[src/rtl/vga_fb_arbiter.sv]
// rtl/vga_fb_arbiter.sv - frame-buffer arbiter: VGA scan-out reads win, CPU requests queue for idle cycles
// Optional statistics (stall_cnt, max_occ, stats_clr) enabled by defining VGA_FB_ARB_STATS_EN.
module vga_fb_arbiter #(
  parameter int DEPTH   = 4,
  parameter int DW      = 24,
  parameter int MAX_ROW = 480,
  parameter int MAX_COL = 640
) (
  input  logic          vga_clk,
  input  logic          clrn,
  input  logic          vga_rdn,
  input  logic [8:0]    vga_row,
  input  logic [9:0]    vga_col,
  output logic [DW-1:0] vga_d,
  input  logic          cpu_req,
  input  logic          cpu_we,
  input  logic [8:0]    cpu_row,
  input  logic [9:0]    cpu_col,
  input  logic [DW-1:0] cpu_wdata,
  output logic          cpu_ready,
  output logic [DW-1:0] cpu_rdata,
  output logic          cpu_rvalid,
  output logic          cpu_ovf,
  output logic [18:0]   mem_addr,
  output logic          mem_we,
  output logic [DW-1:0] mem_wdata,
  input  logic [DW-1:0] mem_rdata
`ifdef VGA_FB_ARB_STATS_EN
  ,
  input  logic          stats_clr,
  output logic [15:0]   stall_cnt,
  output logic [4:0]    max_occ
`endif
);
  localparam int AW = $clog2(DEPTH);
  localparam int EW = 1 + 9 + 10 + DW;
  localparam logic [1:0]  IDLE  = 2'd0;
  localparam logic [1:0]  SERVE = 2'd1;
  localparam logic [1:0]  HOLD  = 2'd2;
  localparam logic [9:0]  ROW_LIM = 10'(MAX_ROW);
  localparam logic [10:0] COL_LIM = 11'(MAX_COL);
  localparam logic [AW:0] OCC_ONE = (AW+1)'(1);

  logic [EW-1:0] fifo_q [DEPTH];
  logic [AW:0]   wr_ptr_q, wr_ptr_d, rd_ptr_q, rd_ptr_d;
  logic [1:0]    state_q, state_d;
  logic [DW-1:0] rdata_q, rdata_d;
  logic          rvalid_q, rvalid_d, ovf_q, ovf_d;

  logic [AW:0]   occ;
  logic          empty, full, push, pop;
  logic          head_we, head_ok;
  logic [8:0]    head_row;
  logic [9:0]    head_col;
  logic [DW-1:0] head_wdata;

  assign occ       = wr_ptr_q - rd_ptr_q;
  assign empty     = (wr_ptr_q == rd_ptr_q);
  assign full      = (wr_ptr_q == {~rd_ptr_q[AW], rd_ptr_q[AW-1:0]});
  assign cpu_ready = ~full;
  assign push      = cpu_req & ~full;
  // The head is only served on cycles the scan-out engine leaves the RAM alone.
  assign pop       = vga_rdn & ~empty;

  assign {head_we, head_row, head_col, head_wdata} = fifo_q[rd_ptr_q[AW-1:0]];
  assign head_ok = ({1'b0, head_row} < ROW_LIM) && ({1'b0, head_col} < COL_LIM);

  always_comb begin
    mem_addr  = '0;
    mem_we    = 1'b0;
    mem_wdata = '0;
    vga_d     = '0;
    if (!vga_rdn) begin
      mem_addr = {vga_row, vga_col};
      vga_d    = mem_rdata;
    end else if (!empty) begin
      mem_addr  = {head_row, head_col};
      mem_we    = head_we & head_ok;
      mem_wdata = head_wdata;
    end
  end

  always_ff @(posedge vga_clk) begin
    if (push) fifo_q[wr_ptr_q[AW-1:0]] <= {cpu_we, cpu_row, cpu_col, cpu_wdata};
  end

  always_comb begin
    wr_ptr_d = wr_ptr_q;
    rd_ptr_d = rd_ptr_q;
    if (push) wr_ptr_d = wr_ptr_q + OCC_ONE;
    if (pop)  rd_ptr_d = rd_ptr_q + OCC_ONE;

    state_d = state_q;
    case (state_q)
      IDLE:        if (push) state_d = SERVE;
      SERVE, HOLD: begin
        if (!vga_rdn)                            state_d = HOLD;
        else if (pop && occ == OCC_ONE && !push) state_d = IDLE;
        else                                     state_d = SERVE;
      end
      default:     state_d = IDLE;
    endcase

    // Out-of-range reads still return a pulse, with zero data.
    rvalid_d = pop & ~head_we;
    rdata_d  = rdata_q;
    if (pop && !head_we) rdata_d = head_ok ? mem_rdata : '0;
    ovf_d = ovf_q | (cpu_req & full);
  end

  always_ff @(posedge vga_clk or negedge clrn) begin
    if (!clrn) begin
      wr_ptr_q <= '0;
      rd_ptr_q <= '0;
      state_q  <= IDLE;
      rdata_q  <= '0;
      rvalid_q <= 1'b0;
      ovf_q    <= 1'b0;
    end else begin
      wr_ptr_q <= wr_ptr_d;
      rd_ptr_q <= rd_ptr_d;
      state_q  <= state_d;
      rdata_q  <= rdata_d;
      rvalid_q <= rvalid_d;
      ovf_q    <= ovf_d;
    end
  end

  assign cpu_rdata  = rdata_q;
  assign cpu_rvalid = rvalid_q;
  assign cpu_ovf    = ovf_q;

`ifdef VGA_FB_ARB_STATS_EN
  logic [15:0] stall_q;
  logic [4:0]  peak_q;

  always_ff @(posedge vga_clk or negedge clrn) begin
    if (!clrn) begin
      stall_q <= '0;
      peak_q  <= '0;
    end else if (stats_clr) begin
      stall_q <= '0;
      peak_q  <= '0;
    end else begin
      if (state_q == HOLD && stall_q != 16'hFFFF) stall_q <= stall_q + 16'd1;
      if (5'(occ) > peak_q) peak_q <= 5'(occ);
    end
  end

  assign stall_cnt = stall_q;
  assign max_occ   = peak_q;
`endif
endmodule

[config.mk]
export PLATFORM = sky130hd
export DESIGN_NAME = vga_fb_arbiter
export DESIGN_NICKNAME = d
export VERILOG_FILES = /design/src/rtl/vga_fb_arbiter.sv
export SDC_FILE = /design/constraint.sdc
export NUM_CORES = 1
export LEC_CHECK = 0
export BUFFER_PORTS_ARGS = -buffer_cell sky130_fd_sc_hd__buf_4
export CORE_ASPECT_RATIO = 1.1
export CORE_UTILIZATION = 54
export DETAILED_ROUTE_END_ITERATION = 8
export PLACE_DENSITY = 0.9
export SYNTH_ARGS = -nofsm -noshare
export SYNTH_HDL_FRONTEND = slang
export SYNTH_SLANG_ARGS = --single-unit
[constraint.sdc]
create_clock -name vga_clk -period 3.35 [get_ports vga_clk]
set_input_delay 0.1675 -clock vga_clk [delete_from_list [all_inputs] [get_ports vga_clk]]
set_output_delay 0.1675 -clock vga_clk [all_outputs]
set_load 0.005 [all_outputs]
Word level (Yosys, flattened, before mapping)
Memories as Yosys holds them, arrays and structs flattened. Index checks and enable logic that the tools add are counted.

Register bits after elaboration: 32. RAM bits: 176. Bits of input ports: 91. Memories: 1.

Memories: fifo_q (words 4, bits a word 44, rd ports 1, clocked after memory_dff 0, write ports 1, RTL line 44) `logic [EW-1:0] fifo_q [DEPTH];`.

Add/subtract/negate cells: 2. Order comparisons: 2. Equality and inequality tests: 2. Muxes and demuxes: 10. Bitwise logic cells: 10. Reduce and logical (&&, ||, !) cells: 3.

Operator list (number): $mux W24 (4); $mux W19 (2); $lt A10 B10 Y1 const B (1); $lt A9 B9 Y1 const B (1); $add A3 B1 Y3 const B (2); $eq A3 B3 Y1 (2); $and A1 B1 Y1 (5); $mux W1 (4); $not A1 Y1 (4); $logic_and A1 B1 Y1 (2); $logic_not A1 Y1 (1); $or A1 B1 Y1 (1).

Depth between registers and ports, before layout
Word-level depth: 6. Gate-level depth with buffers: 7.

Worst setup path before layout
OpenSTA, ideal clock, no wires.

Path type: register to register. Start: register rd_ptr_q[1]. End: memory fifo_q[3][0] (netlist bit), enable pin. Library setup time: 0.407 ns. Data arrival time: 2.248 ns. Required time: 2.943 ns. Path slack: 0.695 ns. Cell stages (with the launch flop): 5. Buffers on the path: 1. Clock period less this slack: 2.655 ns. Cell sequence: dfrtp_1 -> buf_2 -> xnor2_1 -> a31oi_1 -> and2_1.

Cells in the longest elaborated chain, start to end: 5.

Ends and longest elaborated chain: from (decl) (RTL line 45) `logic [AW:0] wr_ptr_q, wr_ptr_d, rd_ptr_q, rd_ptr_d;`; from (signal assigned) (RTL line 121) `rd_ptr_q <= rd_ptr_d;`; $eq A3 B3 Y1 (RTL line 59) `assign full = (wr_ptr_q == {~rd_ptr_q[AW], rd_ptr_q[AW-1:0]});`; $not A1 Y1 (RTL line 61) `assign push = cpu_req & ~full;`; $and A1 B1 Y1 (RTL line 61); $mux W1 (RTL line 84) `if (push) fifo_q[wr_ptr_q[AW-1:0]] <= {cpu_we, cpu_row, cpu_col, cpu_wdata};`; $mux W1 (implied by the code) (RTL line 84); to (decl) (RTL line 44).

Every way passes these cells.

Final worst setup path
Start: register rd_ptr_q[0]. End: output port mem_wdata[9].

Cells in the longest elaborated chain, start to end: 3.

Ends and longest elaborated chain: $mem_v2 Z4 W44 / $eq A3 B3 Y1 (equally long branches); $mux W24 * (RTL line 76) `end else if (!empty) begin`; $mux W24 * (RTL line 73) `if (!vga_rdn) begin`; to (decl) (RTL line 26) `output logic [DW-1:0] mem_wdata,`.

Mark *: on every way between the ends. The rest lies on a longest branch, timed or not.

==> impl_results.html <==
<table>
<tr><th>Metric</th><th>Value</th></tr>
<tr><th colspan="2">Worst hold path</th></tr>
<tr><td>Type of the tightest min-delay check</td><td>primary input to asynchronous set/reset pin</td></tr>
<tr><th colspan="2">Logic synthesis</th></tr>
<tr><td>Total number of yosys warnings</td><td>0</td></tr>
<tr><td>Total standard cell area after synthesis</td><td>roughly 0.0084 mm²</td></tr>
<tr><td>Sequential cell area fraction in the yosys report</td><td>0.729</td></tr>
<tr><td>#FFs+latches synth</td><td>around 210</td></tr>
<tr><td>Synth area leaders</td><td>edfxtp_1, mux4_2, dfrtp_1</td></tr>
<tr><td>Biggest area consumer among synthesized cells</td><td>edfxtp_1</td></tr>
<tr><td>Portion of synthesized cell area occupied by the leading cell type</td><td>0.633</td></tr>
<tr><td>Mean Syn Cell Area</td><td>around 17 µm²</td></tr>
<tr><td>Mapped Nets</td><td>592</td></tr>
<tr><td>Count of distinct cell types in the synthesized netlist</td><td>25</td></tr>
<tr><td>Post-synthesis instance total</td><td>roughly 500</td></tr>
<tr><th colspan="2">Flow run</th></tr>
<tr><td>Max_cap viols</td><td>0</td></tr>
<tr><th colspan="2">Floorplan</th></tr>
<tr><td>Row cnt</td><td>47</td></tr>
<tr><td>Placeable core region</td><td>0.0151 mm²</td></tr>
<tr><td>Boundary Pins</td><td>around 190</td></tr>
<tr><td>Vert. Die Dim</td><td>around 130 µm</td></tr>
<tr><td>Horiz. Die Dim</td><td>around 120 µm</td></tr>
<tr><td>Starting density of the core</td><td>0.555</td></tr>
<tr><td>Total die area</td><td>approximately 0.016 mm²</td></tr>
<tr><th colspan="2">STA</th></tr>
<tr><td>Relative max-transition margin</td><td>0.565</td></tr>
<tr><td>Unrepaired setup endpoints after global routing</td><td>false</td></tr>
<tr><td>Final-report hold violation count</td><td>0</td></tr>
<tr><td>Maximum operating frequency</td><td>0.351 GHz</td></tr>
<tr><td>Clock Skew</td><td>0.00698 ns</td></tr>
<tr><td>Worst hold slack after final layout</td><td>between 0.15 and 0.2 ns</td></tr>
<tr><td>Final-report setup violation count</td><td>0</td></tr>
<tr><td>Slew of the pin with the lowest slew margin</td><td>0.652 ns</td></tr>
<tr><td>Number of max-slew violations in the final report</td><td>0</td></tr>
<tr><td>Final worst path period need</td><td>between 2 and 3 ns</td></tr>
<tr><td>Setup total negative slack</td><td>0 ns</td></tr>
<tr><td>Fraction of the cycle the final worst path needs</td><td>0.850</td></tr>
<tr><th colspan="2">Global route</th></tr>
<tr><td>Vias in the first global route</td><td>approximately 5600</td></tr>
<tr><td>Total congestion overflow</td><td>0</td></tr>
<tr><td>First-pass GRT wire length</td><td>slightly below 30000 µm</td></tr>
<tr><td>Pin count of the biggest net entering global routing</td><td>49</td></tr>
<tr><td>Number of antenna violations at the first check in global routing</td><td>1</td></tr>
<tr><td>All-layer global routing usage</td><td>0.243</td></tr>
<tr><th colspan="2">Power and ir drop</th></tr>
<tr><td>Cell leakage power</td><td>0.00445 µW</td></tr>
<tr><td>Highest ir drop seen on vdd</td><td>0.000591 V</td></tr>
<tr><td>Power per cell area</td><td>~800 mW/mm²</td></tr>
<tr><th colspan="2">Outcome</th></tr>
<tr><td>Status</td><td>finished, final reports clean</td></tr>
<tr><th colspan="2">Detailed routing</th></tr>
<tr><td>Total wire length after detailed routing</td><td>around 19000 µm</td></tr>
<tr><td>Met3 wire length</td><td>~1600 µm</td></tr>
<tr><td>DRC viols</td><td>0</td></tr>
<tr><td>Post-route antenna net violation count</td><td>0</td></tr>
<tr><td>DRC marker count from the first detailed-route iteration</td><td>about 300</td></tr>
<tr><td>DRT met1 WL</td><td>~7100 µm</td></tr>
<tr><td>Drt pass-1 iters</td><td>4</td></tr>
<tr><td>Number of vias per cell after detailed routing</td><td>roughly 5.4</td></tr>
<tr><td>Wire per inst</td><td>around 20 µm</td></tr>
<tr><td>Top Metal Used</td><td>met5</td></tr>
<tr><td>Routed length on met2</td><td>~10000 µm</td></tr>
<tr><td>Via count</td><td>roughly 5200</td></tr>
<tr><th colspan="2">Placed design</th></tr>
<tr><td>Port Buf Inserts</td><td>between 150 and 200</td></tr>
<tr><td>Detailed Place HPWL</td><td>11500 µm</td></tr>
<tr><td>Final weighted congestion of routability-driven global placement</td><td>0.803</td></tr>
<tr><th colspan="2">Final layout</th></tr>
<tr><td>Total of fill cells in the finished design</td><td>848</td></tr>
<tr><td>Share of final-layout standard cells stronger than drive strength 1</td><td>0.359</td></tr>
<tr><td>Layout-stage area growth over the synthesis result</td><td>35.4%</td></tr>
<tr><td>Commonest non-fill, non-tap cell in the layout</td><td>buf_4</td></tr>
<tr><td>Multi-input gate area in the final layout</td><td>approximately 0.0020 mm²</td></tr>
<tr><td>Highest-count cells in the layout ignoring fill and taps</td><td>buf_4, edfxtp_1, dlygate4sd3_1</td></tr>
<tr><td>Final standard cell utilization of the core</td><td>0.751</td></tr>
<tr><td>Total Nets Final</td><td>between 800 and 900</td></tr>
<tr><td>FF+latch area</td><td>0.00609 mm²</td></tr>
<tr><td>Diodes inserted</td><td>0</td></tr>
<tr><th colspan="2">Critical path</th></tr>
<tr><td>Required time at the endpoint of the critical path</td><td>around 3.2 ns</td></tr>
<tr><td>Critical path capture point type</td><td>primary output</td></tr>
<tr><td>CP Class</td><td>register to primary output</td></tr>
<tr><td>Endpoint arrival time on the critical path</td><td>approximately 2.7 ns</td></tr>
<tr><td>CP Max Fanout</td><td>26</td></tr>
<tr><td>Startpoint kind of the worst setup timing path</td><td>register</td></tr>
<tr><th colspan="2">Clock tree</th></tr>
<tr><td>Clock latency on the worst-skew pair</td><td>0.48 ns</td></tr>
<tr><td>Cell at the root of the clock tree</td><td>clkbuf_16</td></tr>
<tr><td>Number of buffers inserted during clock tree synthesis</td><td>20</td></tr>
<tr><td>Max clock buf depth</td><td>3</td></tr>
<tr><td>Number of instances resized during post-cts repair</td><td>0</td></tr>
<tr><td>Hold buffers post-CTS</td><td>70</td></tr>
<tr><td>Worst-path clk slew</td><td>about 0.06 ns</td></tr>
<tr><td>Clock H-tree levels</td><td>1</td></tr>
<tr><td>TritonCTS clock tree</td><td>done</td></tr>
<tr><td>Clk sinks</td><td>roughly 210</td></tr>
<tr><td>Buffer count from post-CTS setup fixing</td><td>0</td></tr>
</table>
## report_power, final
| part | switching, µW | internal (µW) |
|---|---|---|
| Clock | 878 | 1300 |
| Sequential | 280 | 3520 |
| Combinational | 1620 | 1590 |
| Total | 2780 | 6410 |
## routing by layer
metal  GRT usage  up-vias
met5           0        -
met4      0.0480        2
met3      0.0487       30
met2       0.442      246
met1       0.302     2563
li1            -     2385
## synth_stat cells
cell / n
ha_1: 5
mux2_2: 1
mux4_2: 44
buf_6: 3
xnor2_1: 6
a311o_2: 1
and3_1: 24
clkbuf_1: 19
and2_1: 4
nor2_1: 1
nand4_1: 1
xor2_1: 2
buf_2: 7
nand2_1: 51
inv_1: 23
o21ai_0: 20
edfxtp_1: 176
a31oi_1: 1
dfrtp_1: 32
buf_1: 1
nor2b_1: 24
clkinv_4: 1
o21ai_1: 25
nand3_1: 23
o21bai_1: 1
## layout make-up
cell class / instances / share of cell area
Clock inverter: 8 / 0.00774
Inverter: 24 / 0.00841
Sequential cell: 208 / 0.538
Multi-Input combinational cell: 234 / 0.180
Tap cell: 196 / 0.0217
Timing Repair Buffer: 264 / 0.195
Clock buffer: 27 / 0.0485
## worst max-delay path, stage by stage, from the launching register on
cell and delay, ns:
dfrtp_4 0.69, buf_4 0.54, mux4_2 0.60, and3_1 0.22
buf_4 0.14
## final timing paths
path                            cells past startpoint           from       endpoint  slack (ns)
worst min register to register                      1        cpu_ovf        cpu_ovf        0.49
max in group asynchronous                           2           clrn    rd_ptr_q[0]        2.84
worst max-delay path                                4    rd_ptr_q[0]   mem_wdata[9]        0.50
worst min-delay path                                2           clrn  cpu_rdata[13]        0.18
min in group vga_clk                                2  cpu_wdata[23]  fifo_q[0][23]        0.43
worst max register to register                      4    rd_ptr_q[0]  fifo_q[1][37]        0.82
## cells by family (layout without fill, tap and decap cells)
| logic type | after synthesis | after routing | share of synthesized area |
|---|---|---|---|
| buffers and inverters | 54 | 323 | 0.0286 |
| and+or+nand+nor | 128 | 128 | 0.0769 |
| adders and majority gates | 5 | 5 | 0.00749 |
| AOI/OAI and AO/OA | 48 | 48 | 0.0300 |
| xor gates and xnor gates | 8 | 8 | 0.00839 |
| muxes | 45 | 45 | 0.120 |
| DFF | 208 | 208 | 0.729 |
## metrics by stage
step                instance area [µm²]  instances  power, µW  setup WS [ns]
floorplan                          8350        496       5670          0.695
global placement                   9970        856       6840          0.905
detailed placement                 9970        856       6990          0.773
CTS                               11300        961       9240          0.445
global route                      11300        961       9660          0.317
finish                            11300        961       9190          0.503
## state kept, by name (all words and copies together), names as in the netlist
signal and cells:
rd_ptr_q 3, cpu_ovf 1, cpu_rdata 24, cpu_rvalid 1, fifo_q 176, wr_ptr_q 3
Power figures use the tool's default switching activity.
